### src/rtl/keystream_scheduler_pkg.sv
// Shared types and constants for the keystream scheduler.
// Optional build macro KEYSTREAM_XOR_MIX_EN is consumed by keystream_scheduler.
package keystream_scheduler_pkg;

  localparam int unsigned DEFAULT_EXTRACT_LAT = 6;
  localparam int unsigned NUM_TRIP            = 3;
  localparam int unsigned VAL_W               = 32;
  localparam int unsigned RES_W               = 23;
  localparam int unsigned WAIT_W              = 8;
  localparam int unsigned IDX_W               = 2;

  typedef enum logic [1:0] {
    ST_IDLE = 2'd0,
    ST_RUN  = 2'd1,
    ST_CAPT = 2'd2,
    ST_EMIT = 2'd3
  } state_e;

  typedef logic [7:0] key_byte_t;

endpackage

### src/rtl/keystream_scheduler.sv
// Sequences chaos triplets through an external extractor and emits three key bytes per triplet.
// Build macro KEYSTREAM_XOR_MIX_EN folds the upper result bits into each key byte.
module keystream_scheduler
  import keystream_scheduler_pkg::*;
#(
  parameter int unsigned EXTRACT_LAT = DEFAULT_EXTRACT_LAT,
  parameter int unsigned CNT_W       = 16
) (
  input  logic             clk,
  input  logic             rst,
  input  logic             in_valid,
  output logic             in_ready,
  input  logic [VAL_W-1:0] in_val  [NUM_TRIP],
  output logic             ext_en,
  output logic [VAL_W-1:0] ext_val [NUM_TRIP],
  input  logic [RES_W-1:0] ext_res [NUM_TRIP],
  output logic             key_valid,
  input  logic             key_ready,
  output key_byte_t        key_byte,
  output logic             busy,
  output logic [CNT_W-1:0] trip_cnt
);

  state_e            r_state,  w_state_nxt;
  logic [VAL_W-1:0]  r_op      [NUM_TRIP];
  logic [VAL_W-1:0]  w_op_nxt  [NUM_TRIP];
  logic [RES_W-1:0]  r_res     [NUM_TRIP];
  logic [RES_W-1:0]  w_res_nxt [NUM_TRIP];
  logic [IDX_W-1:0]  r_idx,    w_idx_nxt;
  logic [WAIT_W-1:0] r_wait,   w_wait_nxt;
  logic [CNT_W-1:0]  r_trip,   w_trip_nxt;
  logic              r_in_ready, r_ext_en, r_key_valid, r_busy;
  key_byte_t         r_key_byte, w_key_nxt;
  logic [RES_W-1:0]  w_sel;

  // Next-state and datapath update
  always_comb begin
    w_state_nxt = r_state;
    w_op_nxt    = r_op;
    w_res_nxt   = r_res;
    w_idx_nxt   = r_idx;
    w_wait_nxt  = r_wait;
    w_trip_nxt  = r_trip;
    case (r_state)
      ST_IDLE: begin
        if (in_valid && r_in_ready) begin
          for (int i = 0; i < NUM_TRIP; i++) w_op_nxt[i] = in_val[i];
          w_wait_nxt  = '0;
          w_state_nxt = ST_RUN;
        end
      end
      ST_RUN: begin
        w_wait_nxt = r_wait + WAIT_W'(1);
        if (r_wait == WAIT_W'(EXTRACT_LAT - 1)) w_state_nxt = ST_CAPT;
      end
      ST_CAPT: begin
        for (int i = 0; i < NUM_TRIP; i++) w_res_nxt[i] = ext_res[i];
        w_idx_nxt   = '0;
        w_state_nxt = ST_EMIT;
      end
      ST_EMIT: begin
        if (r_key_valid && key_ready) begin
          if (r_idx == IDX_W'(NUM_TRIP - 1)) begin
            w_trip_nxt  = r_trip + CNT_W'(1);
            w_state_nxt = ST_IDLE;
          end else begin
            w_idx_nxt = r_idx + IDX_W'(1);
          end
        end
      end
      default: w_state_nxt = ST_IDLE;
    endcase
  end

  // Key byte for the result slot presented next cycle
  assign w_sel = w_res_nxt[w_idx_nxt];
`ifdef KEYSTREAM_XOR_MIX_EN
  assign w_key_nxt = w_sel[7:0] ^ w_sel[15:8] ^ {1'b0, w_sel[22:16]};
`else
  logic w_unused_res;
  assign w_key_nxt    = w_sel[7:0];
  assign w_unused_res = ^w_sel[RES_W-1:8];
`endif

  always_ff @(posedge clk) begin
    if (rst) begin
      r_state     <= ST_IDLE;
      r_idx       <= '0;
      r_wait      <= '0;
      r_trip      <= '0;
      r_in_ready  <= 1'b1;
      r_ext_en    <= 1'b0;
      r_key_valid <= 1'b0;
      r_busy      <= 1'b0;
      r_key_byte  <= '0;
      for (int i = 0; i < NUM_TRIP; i++) begin
        r_op[i]  <= '0;
        r_res[i] <= '0;
      end
    end else begin
      r_state     <= w_state_nxt;
      r_op        <= w_op_nxt;
      r_res       <= w_res_nxt;
      r_idx       <= w_idx_nxt;
      r_wait      <= w_wait_nxt;
      r_trip      <= w_trip_nxt;
      r_in_ready  <= (w_state_nxt == ST_IDLE);
      r_ext_en    <= (w_state_nxt == ST_RUN);
      r_key_valid <= (w_state_nxt == ST_EMIT);
      r_busy      <= (w_state_nxt != ST_IDLE);
      r_key_byte  <= (w_state_nxt == ST_EMIT) ? w_key_nxt : key_byte_t'(0);
    end
  end

  assign in_ready  = r_in_ready;
  assign ext_en    = r_ext_en;
  assign ext_val   = r_op;
  assign key_valid = r_key_valid;
  assign key_byte  = r_key_byte;
  assign busy      = r_busy;
  assign trip_cnt  = r_trip;

endmodule

### config.mk
export PLATFORM = sky130hd
export DESIGN_NAME = keystream_scheduler
export DESIGN_NICKNAME = d
export VERILOG_FILES = /design/src/rtl/keystream_scheduler_pkg.sv /design/src/rtl/keystream_scheduler.sv
export SDC_FILE = /design/constraint.sdc
export NUM_CORES = 1
export LEC_CHECK = 0
export ABC_AREA = 1
export CORE_MARGIN = 10
export CORE_UTILIZATION = 33
export CTS_CLUSTER_SIZE = 20
export DETAILED_ROUTE_END_ITERATION = 8
export PLACE_DENSITY = 0.67
export SKIP_LAST_GASP = 1
export SLEW_MARGIN = 20
export SYNTH_ARGS = -nofsm -noshare
export SYNTH_HDL_FRONTEND = slang
export SYNTH_SLANG_ARGS = --single-unit
### constraint.sdc
create_clock -name clk -period 3.6 [get_ports clk]
set_input_delay 0.72 -clock clk [delete_from_list [all_inputs] [get_ports clk]]
set_output_delay 0.72 -clock clk [all_outputs]
set_load 0.01 [all_outputs]
# Yosys cells after proc, flatten, opt, wreduce, memory -nomap -nowiden

Cells that the tools add are included.
W data, S select, Z words.

Flip-flop bits (word level): 205
Input port bits: 169

Add/sub/neg operators: 3
$lt $le $gt $ge: 1
Eq/ne operators: 8
Muxes and demuxes: 14
Bitwise gates (word level): 2
Reductions and logical operators: 10

Operators by type and width:

| kind                    | number |
|---|---|
| $mux W69                | 1 |
| $bmux W23 S2            | 1 |
| $mux W8                 | 3 |
| $add A16 B1 Y16 const B | 1 |
| $pmux W8 S2             | 1 |
| $mux W2                 | 6 |
| $add A8 B1 Y8 const B   | 1 |
| $eq A2 B2 Y1 const B    | 4 |
| $eq A8 B3 Y1 const B    | 1 |
| $pmux W2 S4             | 1 |
| $eq A2 B1 Y1 const B    | 2 |
| $logic_not A2 Y1        | 2 |
| $pmux W2 S2             | 1 |
| $reduce_and A2 Y1       | 2 |
| $reduce_bool A2 Y1      | 2 |
| $ge A3 B3 Y1 const B    | 1 |
| $not A2 Y3              | 1 |
| $reduce_and A3 Y1       | 1 |
| $add A2 B1 Y2 const B   | 1 |
| $logic_and A1 B1 Y1     | 2 |
| $ne A2 B2 Y1 const B    | 1 |
| $reduce_or A2 Y1        | 1 |
| $not A1 Y1              | 1 |

# Longest topological paths before layout

Depth in word-level cells: 8
Gate-level depth with buffers: 9

# Least setup slack after synthesis

No wires, ideal clock.

Path type: in2reg
Start: input key_ready
End: register r_key_byte[0] (netlist: key_byte[0])
Library setup time: 126 ps
Arrival: 1526 ps
Data required time: 3474 ps
Path slack: 1948 ps
Stages: 6
Cells stage by stage: nand2_2 or2_2 a21oi_4 inv_2 nand2_1 a21oi_1

Cells in the longest elaborated chain, start to end: 7

RTL lines:

| item                                       | RTL line                   | RTL |
|---|---|---|
| start: declaration                         | keystream_scheduler.sv:18  | `input logic key_ready,` |
| $logic_and A1 B1 Y1 *                      | keystream_scheduler.sv:62  | `if (r_key_valid && key_ready) begin` |
| $mux W2                                    | keystream_scheduler.sv:62  |  |
| $pmux W2 S2                                | keystream_scheduler.sv:44  | `case (r_state)` |
| $not A2 Y3 (implied by the code)           | keystream_scheduler.sv:76  | `assign w_sel = w_res_nxt[w_idx_nxt];` |
| $bmux W23 S2                               | keystream_scheduler.sv:76  |  |
| $mux W8 (implied by the code) (2 in a row) | keystream_scheduler.sv:76  |  |
| end signal: assignment                     | keystream_scheduler.sv:111 | `r_key_byte <= (w_state_nxt == ST_EMIT) ? w_key_nxt : key_byte_t'(0);` |
| end: declaration                           | keystream_scheduler.sv:33  | `key_byte_t r_key_byte, w_key_nxt;` |

Mark *: on every way between the ends. The rest lies on a longest branch, timed or not. The select of a mux whose other input is x is not followed.
A chain may end at the register's enable or synchronous reset.

# Worst setup path in the final report

Start: register r_in_ready (netlist: in_ready)
End: output in_ready

RTL lines:

| item                     | RTL line                   | RTL |
|---|---|---|
| start: declaration       | keystream_scheduler.sv:32  | `logic r_in_ready, r_ext_en, r_key_valid, r_busy;` |
| start signal: assignment | keystream_scheduler.sv:107 | `r_in_ready <= (w_state_nxt == ST_IDLE);` |
| end: declaration         | keystream_scheduler.sv:12  | `output logic in_ready,` |

No word-level cell between the ends.

==> run summary <==
Int Power -> 0.00329 W
Post-DRT Antenna Nets -> 0
Initial core utilization -> 33.5%
Pin count of the biggest net entering global routing -> 97
Critical Path Source -> in_ready
Root Driver -> clkbuf_16
Peak Freq -> 454 MHz
Critical Path Start Type -> register
Worst R2R Setup Slack -> 1.73 ns
Post-cts hold buffer count -> 0
Buf/Inv on CP -> 1
Commonest non-fill, non-tap cell in the layout -> nor2_1
CP endpoint -> in_ready
Core Box Area -> 0.0187 mm^2
Clock Path Buffers -> 2
Iteration-0 DRC count of the detailed router -> 342
Leak -> 3.74 nW
Post-CTS Setup Inserts -> 0
Drt total wl -> 20.4 mm
Post-layout power -> 0.00448 W
Setup Viol. Count Final -> 0
DR WL/cell -> 15.5 um
Via count -> 6019
Critical Path AT -> 1.48 ns
Critical path peak fanout -> 2
DR DRC count -> 0
Syn Nets -> 1010
Clock power frac -> 39.2%
Initial antenna violation count -> 4
Cell count after synthesis -> 836
Vias in the first global route -> 5523
Max cap viols -> 0
Netlist Area Pre-Place -> 0.00627 mm^2
Library cells used by synthesis -> 33
IO Port Bufs -> 247
Vert. Die Dim -> 158 um
Skew-Pair Late Insertion Delay -> 0.42 ns
Worst reg2reg path startpoint -> r_idx[0]
Worst Hold Class -> reg -> reg
Most frequent cells in the layout -> nor2_1, clkdlybuf4s50_1, dfxtp_1, o21ai_0, nand2_1
RSZ-0062 raised after global routing -> no
I/O Pins -> 293
Clock sink total -> 160
CP required -> 2.88 ns
Syn avg cell area -> 7.50 um^2
CTS tree -> yes
Detailed Place HPWL -> 15.0 mm
Final Skew -> 0.00980 ns
# resized after CTS -> 0
Switch share -> 26.5%
# nets final -> 1237
CP max stage delay -> 0.68 ns
Clk pin slew, worst setup/hold paths -> 0.06 ns
Setup_tns -> 0 ns
Status -> complete, no violations
Psw -> 0.00119 W
Sequential-to-total area share from yosys stat -> 51.1%
Max_slew headroom -> 58.8%
Grt ovf -> 0
Critical path class -> reg -> out
Fin Hold WS -> 0.473 ns
Final Max Slew Viols -> 0
First-pass GRT wire length -> 30.6 mm
Worst reg2reg path endpoint -> trip_cnt[15]
#FFs+latches synth -> 160
Sequential share of power -> 43.7%
CP endpoint kind -> output pin
CP Cell Sequence -> clkdlybuf4s50_1
Share of cells above drive strength 1 -> 5.49%
CTS buffer count -> 17
Register-to-Register Path Depth -> 9
Tcrit/Tclk final -> 61.1%
DR pass1 iterations -> 5
Die width -> 158 um
Ys Warns -> 0
Combinational Power Share -> 17.1%
GPL Wtd Cong -> 0.815
Worst-Margin Slew -> 0.618 ns
Shortest period the worst path allows -> 2.20 ns
Worst VDD drop -> 0.307 mV
Die area -> 0.0249 mm^2
Synthesis-to-layout area growth -> 50.3%
Crit path max-delay cell type -> clkdlybuf4s50_1
Final Hold Fails -> 0
WP depth -> 1
Pwr/cell area -> 475 mW/mm^2
Vias per std cell -> 4.59
Tot GR Track Use -> 15.6%
Rows -> 50
Crit-path leading delay family -> buffers and inverters
Htree depth -> 4
[cell families after synthesis]
logic type                 synth area share (%)
AOI/OAI and AO/OA                          13.8
xor gates and xnor gates                  0.140
adders and majority gates                 0.998
buffers and inverters                      7.92
DFF                                        51.1
and+or+nand+nor                            26.0
[stage by stage]
step / cells / area (um^2) / setup slack, ns / utilization (%)
after floorplan: 836 / 6270 / 1.95 / -
after global placement: 1278 / 8840 / 1.08 / 47.3
after detailed placement: 1278 / 8840 / 1.08 / 47.3
after CTS: 1309 / 9410 / 1.36 / 50.3
after global routing: 1312 / 9420 / 1.34 / 50.4
final: 1312 / 9420 / 1.40 / 50.4
[flip-flops by register name (all words and copies together), names as in the netlist]
signal	flops
in_ready	1
key_valid	1
key_byte	8
busy	1
ext_val	96
r_state	2
r_res	24
r_wait	8
trip_cnt	16
r_idx	2
ext_en	1
[worst min path at each step]
stage / startpoint / endpoint / slack [ns] / cells past startpoint
6_report: r_wait[7] / r_wait[7] / 0.47 / 2
5_1_grt: ext_val[63] / ext_val[63] / 0.50 / 2
4_1_cts: r_wait[7] / r_wait[7] / 0.47 / 2
3_5_place_dp: r_wait[7] / r_wait[7] / 0.46 / 2
3_3_place_gp: r_wait[7] / r_wait[7] / 0.45 / 2
2_1_floorplan: r_wait[7] / r_wait[7] / 0.44 / 2
[power groups by stage]
stage                     logic (W)  registers (W)  clock network [W]
after floorplan            0.000255        0.00206                  0
after global placement     0.000765        0.00199                  0
after detailed placement   0.000771        0.00200                  0
after CTS                  0.000774        0.00196            0.00180
after global routing       0.000836        0.00197            0.00188
final                      0.000764        0.00196            0.00175
[layer usage]
metal	global-route usage [%]	vias to the layer above	wire, um	part of all wire, %
li1	-	3113	-	-
met1	17.9	2686	8500	42
met2	25.5	201	9350	46
met3	7.25	17	2300	11
met4	4.14	2	213	1.0
met5	0	-	9	0.044
[layout make-up]
cell class              count  area, um^2
clock inverters            13         130
well taps                 234         293
fillers                  1886        9280
clock buffers              18         439
repair buffers            253        2530
multi-input cells         565        2570
diodes                      3        7.51
inverters                  66         250
flip-flops and latches    160        3200
[Yosys cell counts]
cell      instances  area (um^2)
inv_4             1         6.26
o21ai_0         118          591
buf_6             6         67.6
inv_2             4         15.0
dfxtp_1         160         3200
nand2_2           1         6.26
a211oi_1          2         15.0
buf_2            14         70.1
nand2_4           2         22.5
xor2_1            1         8.76
clkbuf_1         18         67.6
a21oi_4           1         16.3
buf_4             3         22.5
ha_1              5         62.6
buf_1             1         3.75
o211ai_1          2         15.0
nor3_1            3         15.0
nand3_1          28          140
nand3_2           1         10.0
a31oi_1           1         6.26
o22ai_1           1         6.26
nand2_1          88          330
nor2_4            2         22.5
a21oi_1          27          135
nand4_1           5         31.3
nand4_4           2         42.5
o21ai_1          16         80.1
clkbuf_2          3         15.0
nor2_2            4         25.0
nand3_4           2         35.0
inv_1            61          229
or2_2             1         6.26
nor2_1          252          946
Note: power is estimated with default switching activity, not from simulation.
